<file path="config.mk">
export PLATFORM = sky130hd
export DESIGN_NAME = mem_arbiter_flat
export DESIGN_NICKNAME = d
export VERILOG_FILES = /design/src/rtl/mem_arbiter_pkg.sv /design/src/rtl/mem_arbiter_if.sv /design/src/rtl/vid_byte_cache.sv /design/src/rtl/mem_arbiter.sv /design/src/flat_wrapper.sv
export SDC_FILE = /design/constraint.sdc
export NUM_CORES = 1
export LEC_CHECK = 0
export ABC_AREA = 1
export BUFFER_PORTS_ARGS = -buffer_cell sky130_fd_sc_hd__buf_2
export CAP_MARGIN = 30
export CORE_MARGIN = 5
export CORE_UTILIZATION = 49
export CTS_BUF_LIST = sky130_fd_sc_hd__clkbuf_8
export DETAILED_ROUTE_END_ITERATION = 10
export PLACE_DENSITY_LB_ADDON = 0.05
export SLEW_MARGIN = 20
export SYNTH_ARGS = -nofsm -noshare
export SYNTH_HDL_FRONTEND = slang
export SYNTH_SLANG_ARGS = --single-unit
</file>
<file path="constraint.sdc">
create_clock -name clk -period 2.1 [get_ports clk]
set_input_delay 0.42 -clock clk [delete_from_list [all_inputs] [get_ports clk]]
set_output_delay 0.42 -clock clk [all_outputs]
set_load 0.01 [all_outputs]
</file>
<file path="src/rtl/mem_arbiter_pkg.sv">
// Shared definitions for the video/CPU memory arbiter.
package mem_arbiter_pkg;

    localparam int unsigned RAM_SIZE_DEF        = 8192;
    localparam int unsigned XLEN_DEF            = 8;
    localparam int unsigned STALL_CNT_WIDTH_DEF = 16;

    // CPU access FSM: IDLE waits for a grant, DONE returns the completion pulse.
    typedef enum logic {
        ST_IDLE = 1'b0,
        ST_DONE = 1'b1
    } cpu_state_e;

endpackage

</file>
<file path="src/rtl/mem_arbiter_if.sv">
// Video, CPU and RAM-side signals of the arbiter; slave is the arbiter's view.
interface mem_arbiter_if #(
    parameter int unsigned RAM_ADDR_WIDTH  = 13,
    parameter int unsigned XLEN            = 8,
    parameter int unsigned STALL_CNT_WIDTH = 16
) ();

    logic                       vid_req;
    logic [RAM_ADDR_WIDTH-1:0]  vid_addr;
    logic                       vid_valid;
    logic [XLEN-1:0]            vid_data;

    logic                       cpu_req;
    logic                       cpu_we;
    logic [RAM_ADDR_WIDTH-1:0]  cpu_addr;
    logic [XLEN-1:0]            cpu_wdata;
    logic                       cpu_ready;
    logic [XLEN-1:0]            cpu_rdata;

    logic [RAM_ADDR_WIDTH-1:0]  ram_addr;
    logic                       ram_we;
    logic [XLEN-1:0]            ram_wdata;
    logic [XLEN-1:0]            ram_rdata;

    logic [STALL_CNT_WIDTH-1:0] stall_cnt;

    modport slave (
        input  vid_req, vid_addr, cpu_req, cpu_we, cpu_addr, cpu_wdata, ram_rdata,
        output vid_valid, vid_data, cpu_ready, cpu_rdata, ram_addr, ram_we, ram_wdata, stall_cnt
    );

    modport master (
        output vid_req, vid_addr, cpu_req, cpu_we, cpu_addr, cpu_wdata, ram_rdata,
        input  vid_valid, vid_data, cpu_ready, cpu_rdata, ram_addr, ram_we, ram_wdata, stall_cnt
    );

endinterface

</file>
<file path="src/rtl/vid_byte_cache.sv">
// One-byte video cache: tag/valid/data, hit compare, miss fill and CPU write-through update.
module vid_byte_cache #(
    parameter int unsigned ADDR_WIDTH = 13,
    parameter int unsigned XLEN       = 8
) (
    input  logic                  clk,
    input  logic                  rst_n,
    input  logic                  lookup_en,
    input  logic [ADDR_WIDTH-1:0] lookup_addr,
    output logic                  hit_c,
    input  logic                  fill_issue,
    input  logic [XLEN-1:0]       fill_data,
    input  logic                  wr_en,
    input  logic [ADDR_WIDTH-1:0] wr_addr,
    input  logic [XLEN-1:0]       wr_data,
    output logic [XLEN-1:0]       cache_data
);

    logic                  valid_q, valid_d;
    logic [ADDR_WIDTH-1:0] tag_q, tag_d;
    logic [XLEN-1:0]       data_q, data_d;
    logic                  fill_pend_q, fill_pend_d;

    assign hit_c      = lookup_en && valid_q && (lookup_addr == tag_q);
    assign cache_data = data_q;

    // Tag/valid move at miss issue; data lands a cycle later, a CPU write to the tag wins.
    always_comb begin
        valid_d     = valid_q;
        tag_d       = tag_q;
        data_d      = data_q;
        fill_pend_d = fill_issue;
        if (fill_pend_q) begin
            data_d = fill_data;
        end
        if (wr_en && valid_q && (wr_addr == tag_q)) begin
            data_d = wr_data;
        end
        if (fill_issue) begin
            tag_d   = lookup_addr;
            valid_d = 1'b1;
        end
    end

    // Cache state registers.
    always_ff @(posedge clk or negedge rst_n) begin
        if (!rst_n) begin
            valid_q     <= 1'b0;
            tag_q       <= '0;
            data_q      <= '0;
            fill_pend_q <= 1'b0;
        end else begin
            valid_q     <= valid_d;
            tag_q       <= tag_d;
            data_q      <= data_d;
            fill_pend_q <= fill_pend_d;
        end
    end

endmodule

</file>
<file path="src/rtl/mem_arbiter.sv">
// Single-port RAM arbiter: video has absolute priority through a one-byte cache,
// the CPU is served by a two-state FSM and blocked cycles are counted.
module mem_arbiter
    import mem_arbiter_pkg::*;
#(
    parameter int unsigned RAM_SIZE        = RAM_SIZE_DEF,
    parameter int unsigned RAM_ADDR_WIDTH  = $clog2(RAM_SIZE),
    parameter int unsigned XLEN            = XLEN_DEF,
    parameter int unsigned STALL_CNT_WIDTH = STALL_CNT_WIDTH_DEF
) (
    input  logic         clk,
    input  logic         rst_n,
    mem_arbiter_if.slave bus
);

    cpu_state_e                 state_q, state_d;
    logic                       vid_valid_q, vid_valid_d;
    logic                       vid_from_ram_q, vid_from_ram_d;
    logic                       cpu_we_q, cpu_we_d;
    logic [XLEN-1:0]            cpu_wdata_q, cpu_wdata_d;
    logic [STALL_CNT_WIDTH-1:0] stall_q, stall_d;

    logic                       vid_hit_c;
    logic                       vid_miss_c;
    logic                       cpu_grant_c;
    logic                       cpu_wr_c;
    logic [XLEN-1:0]            cache_data;

    vid_byte_cache #(
        .ADDR_WIDTH (RAM_ADDR_WIDTH),
        .XLEN       (XLEN)
    ) u_vid_byte_cache (
        .clk         (clk),
        .rst_n       (rst_n),
        .lookup_en   (bus.vid_req),
        .lookup_addr (bus.vid_addr),
        .hit_c       (vid_hit_c),
        .fill_issue  (vid_miss_c),
        .fill_data   (bus.ram_rdata),
        .wr_en       (cpu_wr_c),
        .wr_addr     (bus.cpu_addr),
        .wr_data     (bus.cpu_wdata),
        .cache_data  (cache_data)
    );

    // Arbitration and RAM port drive; nothing is issued while reset is asserted.
    always_comb begin
        vid_miss_c    = rst_n && bus.vid_req && !vid_hit_c;
        cpu_grant_c   = rst_n && (state_q == ST_IDLE) && bus.cpu_req && !vid_miss_c;
        cpu_wr_c      = cpu_grant_c && bus.cpu_we;
        bus.ram_addr  = '0;
        bus.ram_we    = 1'b0;
        bus.ram_wdata = '0;
        if (vid_miss_c) begin
            bus.ram_addr = bus.vid_addr;
        end else if (cpu_grant_c) begin
            bus.ram_addr  = bus.cpu_addr;
            bus.ram_we    = bus.cpu_we;
            bus.ram_wdata = bus.cpu_wdata;
        end
    end

    // CPU FSM next state, video return tracking and saturating stall counter.
    always_comb begin
        state_d        = state_q;
        vid_valid_d    = bus.vid_req;
        vid_from_ram_d = vid_miss_c;
        cpu_we_d       = cpu_we_q;
        cpu_wdata_d    = cpu_wdata_q;
        stall_d        = stall_q;
        case (state_q)
            ST_IDLE: begin
                if (cpu_grant_c) begin
                    state_d     = ST_DONE;
                    cpu_we_d    = bus.cpu_we;
                    cpu_wdata_d = bus.cpu_wdata;
                end else if (bus.cpu_req && vid_miss_c && (stall_q != '1)) begin
                    stall_d = stall_q + STALL_CNT_WIDTH'(1);
                end
            end
            ST_DONE: begin
                state_d = ST_IDLE;
            end
        endcase
    end

    // State registers.
    always_ff @(posedge clk or negedge rst_n) begin
        if (!rst_n) begin
            state_q        <= ST_IDLE;
            vid_valid_q    <= 1'b0;
            vid_from_ram_q <= 1'b0;
            cpu_we_q       <= 1'b0;
            cpu_wdata_q    <= '0;
            stall_q        <= '0;
        end else begin
            state_q        <= state_d;
            vid_valid_q    <= vid_valid_d;
            vid_from_ram_q <= vid_from_ram_d;
            cpu_we_q       <= cpu_we_d;
            cpu_wdata_q    <= cpu_wdata_d;
            stall_q        <= stall_d;
        end
    end

    // Return data is steered from the RAM in the cycle its synchronous read completes.
    always_comb begin
        bus.vid_valid = vid_valid_q;
        bus.vid_data  = '0;
        if (vid_valid_q) begin
            bus.vid_data = vid_from_ram_q ? bus.ram_rdata : cache_data;
        end
        bus.cpu_ready = (state_q == ST_DONE);
        bus.cpu_rdata = '0;
        if (state_q == ST_DONE) begin
            bus.cpu_rdata = cpu_we_q ? cpu_wdata_q : bus.ram_rdata;
        end
        bus.stall_cnt = stall_q;
    end

endmodule

</file>
<file path="src/flat_wrapper.sv">
// flat-port wrapper written by rule: the top's interface ports become plain ports
module mem_arbiter_flat import mem_arbiter_pkg::*;
#(
    parameter int unsigned RAM_SIZE        = RAM_SIZE_DEF,
    parameter int unsigned RAM_ADDR_WIDTH  = $clog2(RAM_SIZE),
    parameter int unsigned XLEN            = XLEN_DEF,
    parameter int unsigned STALL_CNT_WIDTH = STALL_CNT_WIDTH_DEF
)
  (clk, rst_n, bus_vid_req, bus_vid_addr, bus_cpu_req, bus_cpu_we, bus_cpu_addr, bus_cpu_wdata, bus_ram_rdata, bus_vid_valid, bus_vid_data, bus_cpu_ready, bus_cpu_rdata, bus_ram_addr, bus_ram_we, bus_ram_wdata, bus_stall_cnt);
  mem_arbiter_if #(.RAM_ADDR_WIDTH(RAM_ADDR_WIDTH), .XLEN(XLEN), .STALL_CNT_WIDTH(STALL_CNT_WIDTH)) bus_i ();
  input  logic clk;
  input  logic rst_n;
  input wire logic [$bits(bus_i.vid_req)-1:0] bus_vid_req;
  input wire logic [$bits(bus_i.vid_addr)-1:0] bus_vid_addr;
  input wire logic [$bits(bus_i.cpu_req)-1:0] bus_cpu_req;
  input wire logic [$bits(bus_i.cpu_we)-1:0] bus_cpu_we;
  input wire logic [$bits(bus_i.cpu_addr)-1:0] bus_cpu_addr;
  input wire logic [$bits(bus_i.cpu_wdata)-1:0] bus_cpu_wdata;
  input wire logic [$bits(bus_i.ram_rdata)-1:0] bus_ram_rdata;
  output wire logic [$bits(bus_i.vid_valid)-1:0] bus_vid_valid;
  output wire logic [$bits(bus_i.vid_data)-1:0] bus_vid_data;
  output wire logic [$bits(bus_i.cpu_ready)-1:0] bus_cpu_ready;
  output wire logic [$bits(bus_i.cpu_rdata)-1:0] bus_cpu_rdata;
  output wire logic [$bits(bus_i.ram_addr)-1:0] bus_ram_addr;
  output wire logic [$bits(bus_i.ram_we)-1:0] bus_ram_we;
  output wire logic [$bits(bus_i.ram_wdata)-1:0] bus_ram_wdata;
  output wire logic [$bits(bus_i.stall_cnt)-1:0] bus_stall_cnt;
  assign bus_i.vid_req = bus_vid_req;
  assign bus_i.vid_addr = bus_vid_addr;
  assign bus_i.cpu_req = bus_cpu_req;
  assign bus_i.cpu_we = bus_cpu_we;
  assign bus_i.cpu_addr = bus_cpu_addr;
  assign bus_i.cpu_wdata = bus_cpu_wdata;
  assign bus_i.ram_rdata = bus_ram_rdata;
  assign bus_vid_valid = bus_i.vid_valid;
  assign bus_vid_data = bus_i.vid_data;
  assign bus_cpu_ready = bus_i.cpu_ready;
  assign bus_cpu_rdata = bus_i.cpu_rdata;
  assign bus_ram_addr = bus_i.ram_addr;
  assign bus_ram_we = bus_i.ram_we;
  assign bus_ram_wdata = bus_i.ram_wdata;
  assign bus_stall_cnt = bus_i.stall_cnt;
  mem_arbiter #(.RAM_SIZE(RAM_SIZE), .RAM_ADDR_WIDTH(RAM_ADDR_WIDTH), .XLEN(XLEN), .STALL_CNT_WIDTH(STALL_CNT_WIDTH)) u_core (.clk(clk), .rst_n(rst_n), .bus(bus_i));
endmodule
</file>
Word level (Yosys, flattened, before mapping)
Cells that the tools add are included.
- register bits: 50
- bits of input ports: 47
- output and inout bits: 56
- logic and storage cells: 44
- add/subtract/negate cells: 1
- equality and inequality tests: 3
- multiplexer cells: 13
- bitwise gates (word level): 2
- reduce and logical (&&, ||, !) cells: 16
- operator list (kind ; count):
    8-bit two-way mux ; 7
    13-bit == test ; 2
    13-bit two-way mux ; 2
    16-bit by 1-bit adder with 16-bit output (second input constant) ; 1
    16-bit != test (second input constant) ; 1
    1-bit logical AND ; 12
    1-bit two-way mux ; 3
    3-bit AND reduction ; 1
    1-bit zero test ; 2
    1-bit NOT ; 2
    1-bit one-hot mux with 2 select lines ; 1
    2-bit AND reduction ; 1

Depth between registers and ports, before layout
Gate-level depths: netlist of run 1.
- word-level depth: 10
- gate-level depth with buffers: 12
- gate-level depth less buffers: 12

Hierarchy
From an unflattened synthesis of run 1, not the netlist that was laid out.
- cell total of the unflattened synthesis: 478
- area, all modules: 3306.9 sq um
- by module, submodules not included (module ; instances ; cells each ; area an instance (sq um) ; seq. area each (sq um)):
    mem_arbiter ; 1 ; 263 ; 1859.3 ; 700.7
    vid_byte_cache ; 1 ; 215 ; 1447.6 ; 575.6

Worst setup path after synthesis of run 1
OpenSTA, ideal clock, no wires.
- kind: input -> output
- start: input port bus_vid_addr[1]
- end: output port bus_ram_addr[0]
- arrival time: 1445 ps
- required time: 1680 ps
- path slack: 235 ps
- stages: 11
- buffers on the path: 1
- cells stage by stage: inv_1 > nand2_1 > nand2_1 > nor2_1 > nand2_1 > nor2_2 > nand2_2 > a21oi_2 > inv_1 > buf_6 > o21ai_1
- word-level cells in the longest chain between the ends: 8
- ends and longest elaborated chain (item ; RTL line ; source):
    from (decl) ; flat_wrapper.sv:14 ; input wire logic [$bits(bus_i.vid_addr)-1:0] bus_vid_addr;
    13-bit == test (*) ; vid_byte_cache.sv:24 ; assign hit_c = lookup_en && valid_q && (lookup_addr == tag_q);
    1-bit logical AND (*) ; vid_byte_cache.sv:24 ;
    1-bit zero test (*) ; mem_arbiter.sv:48 ; vid_miss_c = rst_n && bus.vid_req && !vid_hit_c;
    1-bit logical AND (*) ; mem_arbiter.sv:48 ;
    1-bit zero test ; mem_arbiter.sv:49 ; cpu_grant_c = rst_n && (state_q == ST_IDLE) && bus.cpu_req && !vid_miss_c;
    1-bit logical AND ; mem_arbiter.sv:49 ;
    13-bit two-way mux ; mem_arbiter.sv:56 ; end else if (cpu_grant_c) begin
    13-bit two-way mux (*) ; mem_arbiter.sv:54 ; if (vid_miss_c) begin
    to (decl) ; flat_wrapper.sv:24 ; output wire logic [$bits(bus_i.ram_addr)-1:0] bus_ram_addr;
Mark *: on every way between the ends. The rest lies on a longest branch, timed or not.

Worst setup path after layout of run 1
- start: register u_core.u_vid_byte_cache.tag_q[9]
- end: output port bus_ram_addr[1]
- word-level cells in the longest chain between the ends: 8
- ends and longest elaborated chain (item ; RTL line ; source):
    from (decl) ; vid_byte_cache.sv:20 ; logic [ADDR_WIDTH-1:0] tag_q, tag_d;
    from (signal assigned) ; vid_byte_cache.sv:54 ; tag_q <= tag_d;
    13-bit == test (*) ; vid_byte_cache.sv:24 ;
    1-bit logical AND (*) ; vid_byte_cache.sv:24 ;
    1-bit zero test (*) ; mem_arbiter.sv:48 ;
    1-bit logical AND (*) ; mem_arbiter.sv:48 ;
    1-bit zero test ; mem_arbiter.sv:49 ;
    1-bit logical AND ; mem_arbiter.sv:49 ;
    13-bit two-way mux ; mem_arbiter.sv:56 ;
    13-bit two-way mux (*) ; mem_arbiter.sv:54 ;
Marked as above.

==> impl_metrics.csv, run 1 <==
group,metric,value,unit
cells_and_area,drive_gt1_frac,0.310,
synth,synth_nets,500,
grt,grt_max_degree,51,
run,cap_violations,0,
sta,fmax,433,MHz
floorplanning,pin_count,103,
sta,finalSetupViolCount,22,
sta,min_period_over_period,1.10,
sta,slew_headroom,0.562,
critical_path,worstPathArrival,1890,ps
sta,tightest_slew,657,ps
synth,synth_top_area_cell,"dfrtp_1",
grt,grt_overflow_total,0,
critical_path,max_stage_delay,410,ps
run_status,status,"complete, but fails checks",
synth,yosysTopAreaCellShare,0.395,
cells_and_area,fin_util,0.640,
hold_path,hp-class,"primary input to flop",
cts,clock_sinks,50,
synth,ys_ff_latch,50,
cts,root_buffer,"clkbuf_8",
sta,fin_skew,12.1,ps
sta,postLayoutSetupSlackWorst,-207,ps
cells_and_area,final_area,0.00404,mm2
sta,min_period,2310,ps
synth,ys_seq_area_frac,0.395,
critical_path,required,1680,ps
floorplanning,dieArea,0.00817,mm2
run_status,violations,"negative setup slack",
synth,synthTopCellsByArea,"dfrtp_1, nand2_1, inv_1",
critical_path,path_cells,"nand2_1, nand2_1, nor2_1, nand2_1, nor2_2, nand2_2, a21oi_4, inv_2, buf_12, o21ai_4, buf_6",
cts,cts_tree,"built",
grt,grt_pass1_vias,3007,
cells_and_area,final_common_cell,"nand2_1",
sta,final-hold-violation-count,0,
sta,rsz0062_at_grt,"yes",
grt,antenna_found_initial,0,
drt,viasPerCell,4.87,
drt,dr_total_vias,3173,
floorplanning,die_w,90.4,um
critical_path,start_kind,"flop",
drt,wl,8.29,mm
cells_and_area,multiInputGateArea,0.00156,mm2
grt,grt_pass1_wl,14.0,mm
placed_design,numPortBuffers,102,
floorplanning,die_h,90.4,um
drt,ant_nets,0,
drt,initialDrtViolationCount,156,
cells_and_area,seq_area,0.00125,mm2
synth,ys_types,32,
critical_path,path_class,"flop to primary output",
cells_and_area,synthToLayoutAreaGrowth,27.7,%
cells_and_area,stdcell_count,652,
cts,h-tree-depth,2,
synth,syn_avg_cell_area,7.00,um2
placed_design,place_area,0.00379,mm2
floorplanning,initial_core_util,0.501,
placed_design,place_congestion,0.845,
drt,first_pass_iters,4,
placed_design,dp_cells,634,
synth,ys.warnings.count,0,
synth,synth_cells,452,
cts,hold_buffers,0,
pwr,leakage,2.30,nW
critical_path,critPathSlowestCell,"dfrtp_1",
cts,cts_max_path_buffers,2,
sta,maxSlewViolCount,0,
pwr,peakVddDrop,369,uV
critical_path,endpoint_kind,"primary output",
cells_and_area,num_antenna_cells,0,
cts,cts.clk_slew.worst_paths,100,ps
cells_and_area,final_cell_mix,"nand2_1, buf_2, inv_1",
critical_path,worstPathMaxFanout,18,
grt,track_usage,0.206,
sta,fin_hold_ws,231,ps
floorplanning,core_area,0.00631,mm2
drt,detail_route.wl_per_cell,12.7,um
cts,insertion_delay,310,ps
floorplanning,std_cell_rows,29,
synth,netlist_area,0.00317,mm2
critical_path,cp_top_family,"simple AND/OR/NAND/NOR gates",
cells_and_area,nFillCells,601,
critical_path,crit_buf_inv,3,
drt,drc_errors,0,
critical_path,cpMostUsedCell,"nand2_1",
placed_design,hpwlAfterDp,6.29,mm
cells_and_area,finalNetCount,622,
cts,cts_made_buffers,5,
pwr,p_per_area,657,mW/mm2
pwr,power.total,2.66,mW
-- worst reg2reg max path, cell delays in order (launching register included) --
cell	delay, ps
dfrtp_1	410
inv_1	90
nand2_1	50
nand2_1	70
nor2_1	40
nand2_1	60
nor2_2	40
nand2_2	100
buf_4	150
nand2_8	70
buf_4	180
nor2_4	130
buf_12	180
nand2_1	70
nand2_1	70
nand2_1	40
-- synth_stat cells, drive strengths merged --
library cell and count:
o211ai 1, xnor2 5, and2 1, nand3 11, inv 76, clkbuf 2
buf 10, nor3 4, nor2 39, or2 1, nand3b 2, ha 1
nand4 10, dfrtp 50, nor4 4, a21oi 10, nand2 161, xor2 8
o21ai 56
-- sequential cells by signal, indices dropped and copies added (netlist names) --
name and cells:
u_core.bus.stall_cnt 16, u_core.u_vid_byte_cache.tag_q 13, u_core.cpu_wdata_q 8, u_core.u_vid_byte_cache.cache_data 8, u_core.bus.cpu_ready 1, u_core.bus.vid_valid 1, u_core.cpu_we_q 1, u_core.u_vid_byte_cache.valid_q 1
u_core.vid_from_ram_q 1
-- power breakdown --
group / internal, mW / switching, mW
Sequential: 1.11 / 0.119
Combinational: 0.336 / 0.460
Clock: 0.303 / 0.332
Total: 1.74 / 0.911
-- timing repair --
item | 4_1_cts | 5_1_grt
setup endpoints to repair | 22 | 22
buffers inserted | 6 | 3
resized for setup | 11 | 7
pin swaps | 2 | 2
cloned | 1 | 0
-- final timing paths --
| kind | from | to | slack [ps] | cells after the start |
|---|---|---|---|---|
| worst max register to register | u_core.u_vid_byte_cache.tag_q[2] | u_core.bus.stall_cnt[13] | 240 | 15 |
| max in group asynchronous | rst_n | u_core.u_vid_byte_cache.tag_q[1] | 1380 | 2 |
| min in group asynchronous | rst_n | u_core.bus.stall_cnt[12] | 270 | 2 |
| worst max-delay path | u_core.u_vid_byte_cache.tag_q[9] | bus_ram_addr[1] | -210 | 11 |
| worst min-delay path | bus_vid_req | u_core.bus.vid_valid | 230 | 1 |
| worst min register to register | u_core.cpu_wdata_q[6] | u_core.cpu_wdata_q[6] | 490 | 2 |
-- metrics by stage --
step	worst slack, ps	setup TNS (ps)
after floorplan	235	0
after global placement	-60.6	-382
after detailed placement	-83.1	-821
after CTS	-213	-3830
after global routing	-344	-6910
final	-207	-3790
-- layout make-up --
type	count	share of cell area
multi-input combinational	314	0.385
sequential	50	0.310
timing repair buffer	126	0.182
inverter	76	0.0724
clock buffer	7	0.0238
tap	77	0.0238
clock inverter	1	0.00217
timing repair inverter	1	0.00155
-- routing by layer --
layer	GRT usage	part of all wire	vias up	wire length (um)
met5	0	0	-	0
met4	0.0397	0.0076	0	63
met3	0.0475	0.058	7	483
met2	0.338	0.48	87	3980
met1	0.280	0.45	1435	3770
li1	-	-	1644	-
-- cell families (layout without fill, tap and decap cells) --
| logic type | after synthesis | count (layout) | share of synthesized area |
|---|---|---|---|
| and+or+nand+nor | 233 | 233 | 0.317 |
| DFF | 50 | 50 | 0.395 |
| adders and majority gates | 1 | 1 | 0.00395 |
| buffers and inverters | 88 | 211 | 0.127 |
| AOI/OAI and AO/OA | 67 | 67 | 0.121 |
| xor gates and xnor gates | 13 | 13 | 0.0360 |
(Power assumes the default switching activity.)
==> inputs of run 2 (changes only) <==
CORE_ASPECT_RATIO = 1.25   (was unset)
CORE_UTILIZATION = 40   (was 49)
==> run 2 against run 1 <==
Against the previous run: the run still ends with negative setup slack left; routed wire length increased by 6.0%; global-route usage decreased by 2.3 points; first-iteration DRC count decreased by 22%; power increased by 0.86%; critical path type unchanged; critical endpoint is now bus_ram_addr[11]; largest cell class unchanged.
==> impl_metrics.csv, run 2 (synthesis results as in run 1) <==
group,metric,value,unit
sta,finalSetupViolCount,22,
pwr,leakage,2.32,nW
cts,cts_max_path_buffers,2,
cts,cts_made_buffers,5,
placed_design,numPortBuffers,102,
hold_path,hold_start,"bus_vid_req",
placed_design,place_area,0.00379,mm2
critical_path,r2r_cells,15,
placed_design,post-place-ws,-68.7,ps
grt,grt_pass1_vias,3159,
critical_path,r2r_end,"u_core.cpu_wdata_q[5]",
pwr,power.total,2.68,mW
critical_path,endpoint_kind,"primary output",
sta,maxSlewViolCount,0,
pwr,peakVddDrop,496,uV
cells_and_area,drive_gt1_frac,0.319,
hold_path,hp-class,"primary input to flop",
pwr,seqPwrFrac,0.456,
floorplanning,die_h,109,um
floorplanning,core_area,0.00775,mm2
cts,cts.clk_slew.worst_paths,100,ps
cts,h-tree-depth,2,
placed_design,place_congestion,0.827,
pwr,power.share.combinational,0.307,
critical_path,start_kind,"flop",
drt,dr_total_vias,3128,
cells_and_area,largest_reg_flops,16,
pwr,pwr-share-clk,0.236,
drt,drc_errors,0,
grt,track_usage,0.184,
sta,slew_headroom,0.555,
cts,hold_buffers,0,
critical_path,required,1680,ps
cells_and_area,final_common_cell,"nand2_1",
cts,clock_sinks,50,
sta,rsz0062_at_grt,"yes",
floorplanning,pin_count,103,
sta,tightest_slew,667,ps
grt,grt_max_degree,51,
drt,detail_route.wl_per_cell,13.1,um
floorplanning,std_cell_rows,36,
sta,fin_skew,9.47,ps
sta,min_period_over_period,1.10,
cells_and_area,final_area,0.00416,mm2
sta,min_period,2300,ps
cts,root_buffer,"clkbuf_8",
grt,antenna_found_initial,0,
sta,fmax,434,MHz
cells_and_area,finalNetCount,624,
critical_path,rr_startpoint,"u_core.u_vid_byte_cache.tag_q[8]",
cts,cts_tree,"built",
drt,first_pass_iters,4,
pwr,p_per_area,644,mW/mm2
pwr,p_sw_frac,0.342,
sta,fin_hold_ws,255,ps
grt,grt_overflow_total,0,
cells_and_area,stdcell_count,672,
sta,final-hold-violation-count,0,
critical_path,ff2ff_setup_slack,120,ps
placed_design,hpwlAfterDp,6.60,mm
drt,wl,8.79,mm
cts,insertion_delay,300,ps
grt,grt_pass1_wl,14.3,mm
floorplanning,die_w,89.6,um
critical_path,worstPathMaxFanout,6,
drt,viasPerCell,4.65,
cells_and_area,num_antenna_cells,0,
pwr,switching_power,915,uW
hold_path,holdPathEnd,"u_core.bus.vid_valid",
floorplanning,initial_core_util,0.409,
run_status,violations,"negative setup slack",
floorplanning,dieArea,0.00980,mm2
drt,initialDrtViolationCount,122,
cells_and_area,final_cell_mix,"nand2_1, buf_2, inv_1",
drt,ant_nets,0,
pwr,p_int,1.76,mW
run,cap_violations,0,
sta,postLayoutSetupSlackWorst,-202,ps
critical_path,worstPathArrival,1880,ps
run_status,status,"complete, but fails checks",
placed_design,dp_cells,648,
critical_path,path_class,"flop to primary output",
hold_path,hold_path_depth,1,
cells_and_area,synthToLayoutAreaGrowth,31.5,%
run 2: what timing repair did:
item / CTS / global route
setup buffers: 12 / 3
setup endpoints to repair: 22 / 22
pin swaps: 8 / 6
resized for setup: 11 / 21
gates cloned: 1 / 1
run 2: power groups by stage:
stage	logic (mW)	clock network, mW	registers, mW
6_report	0.823	0.633	1.22
5_1_grt	0.931	0.695	1.25
4_1_cts	0.805	0.658	1.22
3_5_place_dp	0.754	0	1.24
3_3_place_gp	0.749	0	1.24
2_1_floorplan	0.456	0	1.25
run 2: cell type report:
class	instances	area (um2)
Timing Repair Buffer	129	817
Fill cell	805	3590
Clock inverter	1	8.76
Multi-Input combinational cell	314	1580
Clock buffer	7	96.3
Inverter	76	293
Sequential cell	50	1250
Tap cell	95	119
run 2: stage by stage:
step	setup TNS (ps)	utilization
2_1_floorplan	0	-
3_3_place_gp	-300	0.489
3_5_place_dp	-509	0.489
4_1_cts	-3730	0.522
5_1_grt	-6720	0.537
6_report	-3190	0.537
run 2: worst max-delay path by stage:
stage                                            startpoint          endpoint  slack (ps)  cells past startpoint
final                      u_core.u_vid_byte_cache.tag_q[8]  bus_ram_addr[11]        -200                     12
after floorplan                             bus_vid_addr[1]   bus_ram_addr[0]         240                     11
after global routing      u_core.u_vid_byte_cache.tag_q[11]   bus_ram_addr[0]        -340                     12
after CTS                 u_core.u_vid_byte_cache.tag_q[10]   bus_ram_addr[7]        -210                     12
after detailed placement                   bus_vid_addr[10]   bus_ram_addr[7]         -70                     13
after global placement                     bus_vid_addr[10]   bus_ram_addr[7]         -60                     13
run 2: per-layer routing:
layer	GRT usage	wire length, um	up-vias
met1	0.242	3860	1398
met3	0.0255	507	6
met4	0.0309	77	0
met2	0.321	4340	82
met5	0	0	-
li1	-	-	1642
run 2: critical path: stages, from the launching register on:
cell and delay (ps):
dfrtp_1 400, inv_2 50, nand2_1 60, nand2_1 50, nor2_1 100, nand2_1 80
nor2_2 90, nand2_2 80, a21oi_4 180, inv_4 80, clkbuf_16 170, o21ai_2 100
buf_2 130
==> inputs of run 3 (changes only) <==
clock period = 2.65 ns   (was 2.1 ns; I/O delays follow)
==> run 3 against run 2 <==
Against the previous run: the run now ends clean; global-route usage hardly changed; sequential share of layout area rose by 1.8 points; via count fell by 0.77%; largest cell class unchanged; critical path type unchanged; highest routed layer unchanged; combinational power is 26% lower; power shrank 24%; hold slack lost 47 ps; non-clock buffer count down 14; largest power group unchanged; flip-flop and latch count unchanged.
==> impl_metrics.csv, run 3 (synthesis results as in run 1) <==
group,metric,value,unit
grt,antenna_found_initial,0,
critical_path,cp_top_family,"simple AND/OR/NAND/NOR gates",
floorplanning,pin_count,103,
critical_path,endpoint_kind,"primary output",
sta,finalSetupViolCount,0,
sta,fmax,389,MHz
placed_design,place_congestion,0.790,
sta,fin_tns_setup,0,ps
floorplanning,dieArea,0.00980,mm2
cts,root_buffer,"clkbuf_8",
drt,wl_met3,508,um
cts,insertion_delay,310,ps
cells_and_area,final_area,0.00392,mm2
sta,tightest_slew,544,ps
drt,drc_errors,0,
drt,dr_total_vias,3104,
critical_path,path_class,"flop to primary output",
cts,h-tree-depth,2,
critical_path,critPathSlowestCell,"dfrtp_1",
sta,rsz0062_at_grt,"yes",
hold_path,hp-class,"primary input to asynchronous set/reset pin",
run_status,status,"finished, final reports clean",
cts,cts_max_path_buffers,2,
critical_path,max_stage_delay,420,ps
critical_path,worstPathArrival,2040,ps
cells_and_area,final_common_cell,"nand2_1",
sta,final-hold-violation-count,0,
floorplanning,die_h,109,um
pwr,peakVddDrop,435,uV
critical_path,r2r_cells,10,
grt,grt_overflow_total,0,
floorplanning,core_area,0.00775,mm2
sta,slew_headroom,0.637,
pwr,leakage,2.22,nW
drt,wl,8.54,mm
grt,grt_pass1_vias,3074,
run,cap_violations,0,
drt,met2WireLength,4.24,mm
cts,clock_sinks,50,
cells_and_area,drive_gt1_frac,0.304,
placed_design,numPortBuffers,102,
sta,fin_skew,7.64,ps
cells_and_area,final_cell_mix,"nand2_1, buf_2, inv_1",
drt,dr.max_layer_used,"met4",
critical_path,required,2120,ps
cells_and_area,num_antenna_cells,0,
grt,track_usage,0.184,
critical_path,worstPathMaxFanout,5,
cells_and_area,finalNetCount,610,
drt,ant_nets,0,
cells_and_area,synthToLayoutAreaGrowth,23.9,%
floorplanning,initial_core_util,0.409,
sta,min_period,2570,ps
drt,m1WireLength,3.67,mm
cts,cts.clk_slew.worst_paths,90,ps
drt,detail_route.wl_per_cell,13.0,um
sta,min_period_over_period,0.971,
cells_and_area,nFillCells,819,
critical_path,ff2ff_setup_slack,670,ps
cts,hold_buffers,0,
critical_path,start_kind,"flop",
critical_path,cp.depth,11,
cts,cts_tree,"built",
placed_design,hpwlAfterDp,6.72,mm
floorplanning,std_cell_rows,36,
critical_path,rr_startpoint,"u_core.bus.stall_cnt[0]",
floorplanning,die_w,89.6,um
critical_path,path_cells,"nand2_1, nand2_1, nor2_2, nand2_1, nor2_2, nand2_2, a21oi_4, clkinvlp_4, buf_6, o21ai_2, buf_2",
critical_path,cpMostUsedCell,"nand2_1",
placed_design,place_area,0.00372,mm2
critical_path,crit_buf_inv,3,
sta,maxSlewViolCount,0,
grt,grt_pass1_wl,13.9,mm
drt,first_pass_iters,4,
drt,viasPerCell,4.72,
cts,cts_made_buffers,5,
pwr,p_per_area,519,mW/mm2
critical_path,r2r_end,"u_core.bus.stall_cnt[0]",
cells_and_area,largest_reg_flops,16,
grt,grt_max_degree,41,
drt,initialDrtViolationCount,82,
-- run 3: cell count changes in the layout (fill, tap and decap cells not counted), sizes merged --
cell	before	now
clkinvlp	0	1
buf	128	115
clkinv	1	2
clkbuf	8	5
-- run 3: where the power goes --
group | internal (mW) | switching, mW
combinational | 0.253 | 0.360
clock | 0.183 | 0.265
sequential | 0.876 | 0.0981
total | 1.31 | 0.723
-- run 3: worst reg2reg max path, stage by stage (launching register included) --
cell and delay [ps]:
dfrtp_1 420, ha_1 240, nand3_2 130, nor2_2 170
nand2_1 120, nor2_2 140, nand2_1 80, nand3_2 120
nor2_4 40, buf_4 220, xor2_1 180
-- run 3: worst max-delay path by stage --
stage,from,to,slack (ps)
global placement,bus_vid_addr[10],bus_ram_addr[1],110
finish,u_core.u_vid_byte_cache.tag_q[10],bus_ram_addr[1],80
CTS,u_core.u_vid_byte_cache.tag_q[7],bus_ram_addr[12],60
detailed placement,bus_vid_addr[10],bus_ram_addr[1],110
floorplan,bus_vid_addr[1],bus_ram_addr[0],570
global route,u_core.u_vid_byte_cache.tag_q[6],bus_ram_addr[1],-80
-- run 3: routing by layer --
layer,vias to the layer above,global-route usage
met2,80,0.328
met5,-,0
li1,1620,-
met4,0,0.0511
met3,10,0.0307
met1,1394,0.224
-- run 3: what timing repair did --
action	CTS	global route
cloned	0	0
pin swaps	0	13
setup endpoints to repair	1	22
resized for setup	1	21
buffers inserted	2	5
-- run 3: per-stage QoR --
stage | setup WS (ps) | cells | utilization | hold slack (ps) | power [mW]
detailed placement | 111 | 643 | 0.481 | 473 | 1.58
global placement | 106 | 643 | 0.481 | 463 | 1.57
floorplan | 565 | 452 | - | 234 | 1.35
global route | -80.3 | 658 | 0.506 | 208 | 2.20
finish | 77.2 | 658 | 0.506 | 208 | 2.03
CTS | 64.4 | 653 | 0.494 | 202 | 2.04
-- run 3: final cells by class --
| type | instances | area (um2) | share of cell area |
|---|---|---|---|
| timing repair buffer | 115 | 623 | 0.159 |
| sequential | 50 | 1250 | 0.319 |
| clock buffer | 5 | 68.8 | 0.0175 |
| tap | 95 | 119 | 0.0303 |
| clock inverter | 3 | 17.5 | 0.00447 |
| inverter | 76 | 292 | 0.0743 |
| multi-input combinational | 314 | 1550 | 0.396 |
